<file path="src/rtl/alu_result_buffer.sv">
// Show-ahead result FIFO behind the 8-bit ALU, with a saturating error counter and a sticky overflow flag.
// Optional build macro ALU_BUF_DROP_ERR_EN: ERR results are counted but not stored.
module alu_result_buffer #(
    parameter int BITS      = 8,
    parameter int DEPTH     = 4,
    parameter int ERR_CNT_W = 8
) (
    input  logic                       i_clk,
    input  logic                       i_rst,
    // upstream (ALU) side
    input  logic                       i_valid,
    output logic                       o_ready,
    input  logic [BITS-1:0]            i_out,
    input  logic                       i_ovf,
    input  logic                       i_ERR,
    input  logic                       i_even,
    input  logic                       i_single,
    // downstream side
    output logic                       o_valid,
    input  logic                       i_ready,
    output logic [BITS-1:0]            o_out,
    output logic                       o_ovf,
    output logic                       o_ERR,
    output logic                       o_even,
    output logic                       o_single,
    output logic [$clog2(DEPTH):0]     o_count,
    // statistics
    input  logic                       i_clr_stats,
    output logic [ERR_CNT_W-1:0]       o_err_cnt,
    output logic                       o_ovf_sticky
);

    localparam int PTR_W  = $clog2(DEPTH);
    localparam int CNT_W  = PTR_W + 1;
    localparam int WORD_W = BITS + 4;

    logic [WORD_W-1:0]    r_mem [DEPTH];
    logic [PTR_W-1:0]     r_wr_ptr;
    logic [PTR_W-1:0]     r_rd_ptr;
    logic [CNT_W-1:0]     r_count;
    logic [ERR_CNT_W-1:0] r_err_cnt;
    logic                 r_ovf_sticky;

    logic                 w_push;
    logic                 w_pop;
    logic                 w_store;
    logic                 w_err_sat;
    logic [WORD_W-1:0]    w_head;

    // Handshake flags come from the registered count only, so no input-to-output combinational path.
    assign o_ready = (r_count != CNT_W'(DEPTH));
    assign o_valid = (r_count != '0);

    assign w_push = i_valid && o_ready;
    assign w_pop  = o_valid && i_ready;

`ifdef ALU_BUF_DROP_ERR_EN
    assign w_store = w_push && !i_ERR;
`else
    assign w_store = w_push;
`endif

    // NOTE: the storage array is deliberately not reset; the head is masked to zero while empty,
    // so stale contents are never visible and the array can map onto plain RAM/flops without reset.
    always_ff @(posedge i_clk) begin
        if (w_store) begin
            r_mem[r_wr_ptr] <= {i_single, i_even, i_ERR, i_ovf, i_out};
        end
    end

    // NOTE: sequential state uses non-blocking assignments so every register samples pre-edge values.
    always_ff @(posedge i_clk or posedge i_rst) begin
        if (i_rst) begin
            r_wr_ptr <= '0;
            r_rd_ptr <= '0;
            r_count  <= '0;
        end else begin
            if (w_store) begin
                r_wr_ptr <= r_wr_ptr + PTR_W'(1);
            end
            if (w_pop) begin
                r_rd_ptr <= r_rd_ptr + PTR_W'(1);
            end
            case ({w_store, w_pop})
                2'b10:   r_count <= r_count + CNT_W'(1);
                2'b01:   r_count <= r_count - CNT_W'(1);
                default: r_count <= r_count;
            endcase
        end
    end

    // Clear takes effect first, then a same-cycle accepted push is still counted.
    assign w_err_sat = &r_err_cnt;

    always_ff @(posedge i_clk or posedge i_rst) begin
        if (i_rst) begin
            r_err_cnt    <= '0;
            r_ovf_sticky <= 1'b0;
        end else if (i_clr_stats) begin
            r_err_cnt    <= (w_push && i_ERR) ? ERR_CNT_W'(1) : '0;
            r_ovf_sticky <= w_push && i_ovf;
        end else if (w_push) begin
            if (i_ERR && !w_err_sat) begin
                r_err_cnt <= r_err_cnt + ERR_CNT_W'(1);
            end
            if (i_ovf) begin
                r_ovf_sticky <= 1'b1;
            end
        end
    end

    assign w_head = o_valid ? r_mem[r_rd_ptr] : '0;

    assign {o_single, o_even, o_ERR, o_ovf, o_out} = w_head;
    assign o_count      = r_count;
    assign o_err_cnt    = r_err_cnt;
    assign o_ovf_sticky = r_ovf_sticky;

endmodule
</file>
<file path="config.mk">
export PLATFORM = sky130hd
export DESIGN_NAME = alu_result_buffer
export DESIGN_NICKNAME = d
export VERILOG_FILES = /design/src/rtl/alu_result_buffer.sv
export SDC_FILE = /design/constraint.sdc
export NUM_CORES = 1
export LEC_CHECK = 0
export ABC_AREA = 1
export CAP_MARGIN = 20
export CORE_MARGIN = 8
export CORE_UTILIZATION = 60
export CTS_BUF_LIST = sky130_fd_sc_hd__clkbuf_8
export DETAILED_ROUTE_END_ITERATION = 12
export PLACE_DENSITY = 0.84
export SETUP_SLACK_MARGIN = 0.3
export SYNTH_ARGS = -nofsm -noshare
export SYNTH_HDL_FRONTEND = slang
export SYNTH_SLANG_ARGS = --single-unit
</file>
<file path="constraint.sdc">
create_clock -name i_clk -period 5 [get_ports i_clk]
set_clock_uncertainty 0.15 [all_clocks]
set_input_delay 1 -clock i_clk [delete_from_list [all_inputs] [get_ports i_clk]]
set_output_delay 1 -clock i_clk [all_outputs]
set_load 0.03 [all_outputs]
</file>
==> results of run 1 <==
[layout by cell type, fill, tap and decap left out]
master	synthesis	routed
inv_1	23	23
inv_2	2	2
buf_6	0	2
nand3_2	2	2
nor2_4	2	2
nand3_1	13	13
xor2_1	3	3
nand4_1	3	3
nand2_4	1	1
edfxtp_1	48	48
a22o_1	1	1
clkdlybuf4s50_1	0	42
bufinv_16	0	1
ha_1	6	6
xnor2_1	2	2
o21ai_0	28	28
nand2_2	1	1
clkinv_2	0	1
a21oi_1	14	14
nor2_1	62	62
clkinv_1	0	1
nor2_2	1	1
a21oi_4	1	1
clkbuf_8	0	9
nand2_1	29	29
dfrtp_1	16	16
clkinv_4	0	1
inv_6	0	1
clkinvlp_4	0	2
buf_4	2	1
fa_1	1	1
o21bai_1	1	1
[layer usage]
layer / vias to the layer above / track usage (%)
met3: 8 / 6.18
li1: 994 / -
met2: 88 / 27.0
met1: 1014 / 20.9
met5: - / 0
met4: 0 / 7.93
[cell families (layout without fill, tap and decap cells)]
| kind of cell | Yosys count | count (layout) | synth area share [%] |
|---|---|---|---|
| AND/OR/NAND/NOR | 114 | 114 | 17.2 |
| flip-flops | 64 | 64 | 64.4 |
| AO/OA/AOI/OAI | 45 | 45 | 8.49 |
| buffers and inverters | 34 | 86 | 4.99 |
| adder cells (fa/ha/maj) | 7 | 7 | 3.33 |
| XOR/XNOR | 5 | 5 | 1.53 |
[path summary, 6_finish.rpt]
kind                         startpoint      endpoint  slack [ps]  cells after the start
hold reg to reg            o_ovf_sticky  o_ovf_sticky         380                      1
min in group asynchronous         i_rst   r_rd_ptr[1]         900                      2
max in group asynchronous         i_rst  o_ovf_sticky        3390                      2
hold / removal             o_ovf_sticky  o_ovf_sticky         380                      1
setup reg to reg             o_count[0]    o_count[2]        2750                      9
setup / recovery            r_rd_ptr[0]      o_out[3]        1140                      4
[through the flow]
step	std cells	worst slack [ps]	instance area, um^2	utilization [%]
after global routing	375	949	3520	75.6
after CTS	374	1150	3510	75.3
final	375	1140	3520	75.6
after global placement	357	1710	3300	70.9
after floorplan	269	2220	2860	-
after detailed placement	358	1570	3320	71.1
[Yosys cell counts, drive strengths merged]
cell type,instances,area share [%]
xor2,3,0.92
nand2,31,4.4
a22o,1,0.31
nand3,15,3.0
nand4,3,0.66
nor2,65,9.2
inv,25,3.3
a21oi,15,3.0
fa,1,0.70
o21bai,1,0.26
buf,6,1.2
clkbuf,3,0.48
dfrtp,16,14
xnor2,2,0.61
edfxtp,48,50
o21ai,28,4.9
ha,6,2.6
[cell type report]
class	count	area [um^2]	share of cell area, %
tap	54	67.6	1.92
timing repair buffer	45	450	12.8
clock buffer	9	124	3.52
sequential	64	1840	52.3
clock inverter	7	71.3	2.02
multi-input combinational	171	873	24.8
inverter	25	93.8	2.66
[power breakdown]
group          internal, mW  switching, mW
logic                 0.355          0.584
clock network         0.230          0.207
registers             0.693          0.104
total                  1.28          0.895
[state kept, by name, indices dropped and copies added, names as in the netlist]
signal and flops:
o_ovf_sticky 1, r_wr_ptr 2, o_err_cnt 8, r_rd_ptr 2
r_mem 48, o_count 3
[worst max-delay path, stage by stage, from the launching register on]
cell and delay [ps]:
dfrtp_1 890, inv_2 370, o21ai_0 340, a21oi_1 130, clkdlybuf4s50_1 630
==> results.ini, run 1 <==
[clock_network]
clock_sinks = 64
postCtsSetupBuffers = 0
cts_max_path_buffers = 2
clk_latency_ps = 340
cts_resized = 0
clk_pin_slew_worst_paths_ps = 70
cts.htree.levels = 3
ctsRootBufferMaster = clkbuf_8
cts_tree = yes
numCtsBuffers = 9
ctsHoldBuffers = 0

[min_path]
hold_class = flop to flop

[final_layout]
diodes = 0
fin_nets = 340
drive_above_1_share_pct = 8.72
syn_to_final_growth_pct = 23.2
n_fill_cell = 308

[worst_setup_path]
arrival_ps = 2710
cp.required_ps = 3850
cp-end-kind = primary output
crit_type = flop to primary output
worstPathMaxFanout = 26
startpoint_type = flop

[route]
detail-route-antenna-nets = 0
vias_per_cell = 5.61
met3_length_um = 417
drt_first_pass_iters = 5
num_vias = 2104
wire_per_inst_um = 16.4
drt-total-wl_mm = 6.13
met2_length_mm = 3.00
drc = 0
wl_met1_mm = 2.62
drtIter0Drc = 151
highest_layer = met4

[global_route]
grt_pass1_vias = 2057
grt_max_degree = 27
grt_use_total_pct = 17.3
gr-total-overflow = 0
grt_pass1_wl_mm = 9.63
antenna_found_initial = 0

[die]
placementRows = 25
die_h_um = 85.0
ios = 43
start_util_pct = 61.3
die_x_um = 85.0
coreArea_um2 = 4660
die-area_um2 = 7230

[pwr]
total_power_mw = 2.17
p_leak_nw = 1.41
power.density_nw_per_um2 = 617
max-vdd-ir-drop_v = 0.000366

[job]
max-cap-violations = 0

[synth]
synth_cell_type_count = 26
syn_area_um2 = 2860
synth.avg_cell_area_um2 = 10.6
syn_inst = 269
synth-seq-area-share_pct = 64.4
yosys_warnings = 0
synth_fp_nets = 293
synth_seq_cells = 64

[sta]
setup_tns_ps = 0
worstMarginPinSlew_ps = 1040
finalSetupViolCount = 0
max_slew_margin_pct = 30.3
finalCriticalPeriod_ps = 3860
rsz0062_at_grt = no
slew_viol_final = 0
fmax_mhz = 259
hold_slack_ps = 376
fin_crit_sh_pct = 77.1
hold_viol = 0

[placement]
hpwl_mm = 3.89
gp_congestion = 0.860
port_buffers = 42

[run_status]
status = complete, no violations

No activity file was read; power rests on OpenSTA's default activity.
==> run 2, diff against run 1 <==
--- a/config.mk
+++ b/config.mk
@@ -8,10 +8,10 @@
 export ABC_AREA = 1
 export CAP_MARGIN = 20
 export CORE_MARGIN = 8
-export CORE_UTILIZATION = 60
+export CORE_UTILIZATION = 50
 export CTS_BUF_LIST = sky130_fd_sc_hd__clkbuf_8
 export DETAILED_ROUTE_END_ITERATION = 12
-export PLACE_DENSITY = 0.84
+export PLACE_DENSITY = 0.75
 export SETUP_SLACK_MARGIN = 0.3
 export SYNTH_ARGS = -nofsm -noshare
 export SYNTH_HDL_FRONTEND = slang
==> constraint.sdc (replaced) <==
create_clock -name i_clk -period 3.5 [get_ports i_clk]
set_clock_uncertainty 0.15 [all_clocks]
set_input_delay 0.7 -clock i_clk [delete_from_list [all_inputs] [get_ports i_clk]]
set_output_delay 0.7 -clock i_clk [all_outputs]
set_load 0.03 [all_outputs]
==> results.ini, run 2 (synthesized netlist as in run 1, its figures left out) <==
[run_status]
status = complete, no violations

[final_layout]
top_register = r_mem
n_fill_cell = 442  ; +44%
final_cells = 396  ; +5.6%
layout_commonest_cell = nor2_1
final_area_um2 = 3550  ; +0.75%
fin_nets = 343  ; +0.88%
diodes = 0  ; unchanged
final_cell_mix = nor2_1 (62), edfxtp_1 (48), clkdlybuf4s50_1 (41)
syn_to_final_growth_pct = 24.2
largest_reg_flops = 48  ; unchanged
drive_above_1_share_pct = 8.95  ; +0.23 points

[clock_network]
ctsRootBufferMaster = clkbuf_8
cts_tree = yes
cts.htree.levels = 3  ; unchanged
clk_latency_ps = 320  ; -20 ps
clock_sinks = 64  ; unchanged
clk_pin_slew_worst_paths_ps = 60  ; about the same
numCtsBuffers = 9  ; unchanged
cts_max_path_buffers = 2  ; unchanged
postCtsSetupBuffers = 0  ; unchanged

[worst_setup_path]
r2r_start = o_count[0]
slowest_stage = clkdlybuf4s50_1
slowest_delay_ps = 620  ; -270 ps
cp-end-kind = primary output
cp.required_ps = 2650  ; -1200 ps
critPathLaunch = r_rd_ptr[0]
worstPathMaxFanout = 25  ; -3.8%
worst-path-buf-inv = 2  ; unchanged
path_cells = clkinv_2 > o21ai_0 > a21oi_1 > clkdlybuf4s50_1
crit_type = flop to primary output
startpoint_type = flop
arrival_ps = 2220  ; -490 ps
cp_top_family = buffers and inverters

[die]
coreArea_um2 = 5510  ; +18%
ios = 43  ; unchanged
start_util_pct = 51.9  ; -9.4 points
die_h_um = 91.6  ; +7.7%
die_x_um = 91.6  ; +7.7%
die-area_um2 = 8390  ; +16%
placementRows = 27  ; +8.0%

[route]
detail-route-antenna-nets = 0  ; unchanged
drt-total-wl_mm = 5.84  ; -4.8%
num_vias = 2030  ; -3.5%
vias_per_cell = 5.13  ; -8.6%
drtIter0Drc = 84  ; -44%
drc = 0  ; unchanged
drt_first_pass_iters = 4  ; -1
wire_per_inst_um = 14.8  ; -9.8%

[global_route]
grt_pass1_wl_mm = 9.85  ; +2.3%
antenna_found_initial = 0  ; unchanged
grt_max_degree = 26  ; -3.7%
grt_use_total_pct = 14.8  ; -2.5 points
gr-total-overflow = 0  ; unchanged
grt_pass1_vias = 2119  ; +3.0%

[placement]
dp_slack_ps = 678  ; -894 ps
hpwl_mm = 3.84  ; -1.2%
gp_congestion = 0.821  ; -4.6%
port_buffers = 42  ; unchanged
dp_cells = 380  ; +6.1%
placed_area_um2 = 3360  ; +1.5%

[sta]
hold_viol = 0  ; unchanged
setup_tns_ps = 0  ; unchanged
worstMarginPinSlew_ps = 656  ; -385 ps
finalCriticalPeriod_ps = 3070
slew_viol_final = 0  ; unchanged
hold_slack_ps = 373  ; -3.02 ps
fin_crit_sh_pct = 87.6
rsz0062_at_grt = no
fmax_mhz = 326
max_slew_margin_pct = 56.2  ; +26 points
setup_ws_ps = 432  ; -710 ps
finalSetupViolCount = 0  ; unchanged

[min_path]
hold_class = flop to flop
min_from = o_ovf_sticky

[pwr]
max-vdd-ir-drop_v = 0.000571  ; +56%
power.density_nw_per_um2 = 858  ; +39%
p_leak_nw = 1.44  ; +2.1%

[job]
max-cap-violations = 0  ; unchanged

-- run 2: cell count changes in the layout (fill, tap and decap cells not counted), sizes merged --
| cell | before | now |
|---|---|---|
| clkdlybuf4s50 | 42 | 41 |
| clkinv | 3 | 5 |
| buf | 3 | 6 |
| clkinvlp | 2 | 0 |
| dlymetal6s2s | 0 | 1 |
-- run 2: power breakdown --
group	internal (mW)	total [mW]	switching, mW
clock network	0.316	0.573	0.257
logic	0.517	1.38	0.862
registers	0.992	1.09	0.0980
total	1.83	3.04	1.22
-- run 2: worst paths after layout --
check | to | slack (ps) | cells past startpoint
max in group asynchronous | r_rd_ptr[0] | 2130 | 2
worst min register to register | o_ovf_sticky | 370 | 1
worst min-delay path | o_ovf_sticky | 370 | 1
worst max register to register | o_count[2] | 1290 | 9
min in group asynchronous | o_count[2] | 610 | 2
worst max-delay path | o_ERR | 430 | 4
-- run 2: layout make-up --
| cell class | instances | area (um^2) | share of cell area [%] |
|---|---|---|---|
| Multi-Input combinational cell | 171 | 873 | 24.6 |
| Inverter | 25 | 95.1 | 2.68 |
| Timing Repair Buffer | 48 | 468 | 13.2 |
| Clock inverter | 7 | 55.1 | 1.55 |
| Tap cell | 72 | 90.1 | 2.54 |
| Sequential cell | 64 | 1840 | 51.9 |
| Clock buffer | 9 | 124 | 3.49 |
-- run 2: worst reg2reg max path, delay by kind of cell, from the launching register on --
family	cells	cell delay [ps]
xor gates and xnor gates	1	150
adders and majority gates	2	560
AOI/OAI and AO/OA	2	250
buffers and inverters	1	70
and+or+nand+nor	3	480
DFF	1	440
-- run 2: timing repair --
| item | 4_1_cts | 5_1_grt |
|---|---|---|
| hold buffers | 0 | 0 |
| gates resized for setup | 0 | 3 |
| setup endpoints to repair | 0 | 12 |
-- run 2: metrics by stage --
stage | total power, mW | util [%]
finish | 3.04 | 64.4
floorplan | 1.99 | -
global route | 3.24 | 64.4
global placement | 2.46 | 61.1
CTS | 3.07 | 64.3
detailed placement | 2.50 | 61.1
-- run 2: metal layers --
metal  global-route usage (%)  routed length (um)  vias to the layer above  part of all wire, %
li1                         -                   -                     1002                    -
met1                     17.6                2610                      947                   45
met2                     23.2                2700                       69                   46
met3                     6.09                 428                       12                  7.3
met4                     6.28                 101                        0                  1.7
met5                        0                   0                        -                    0
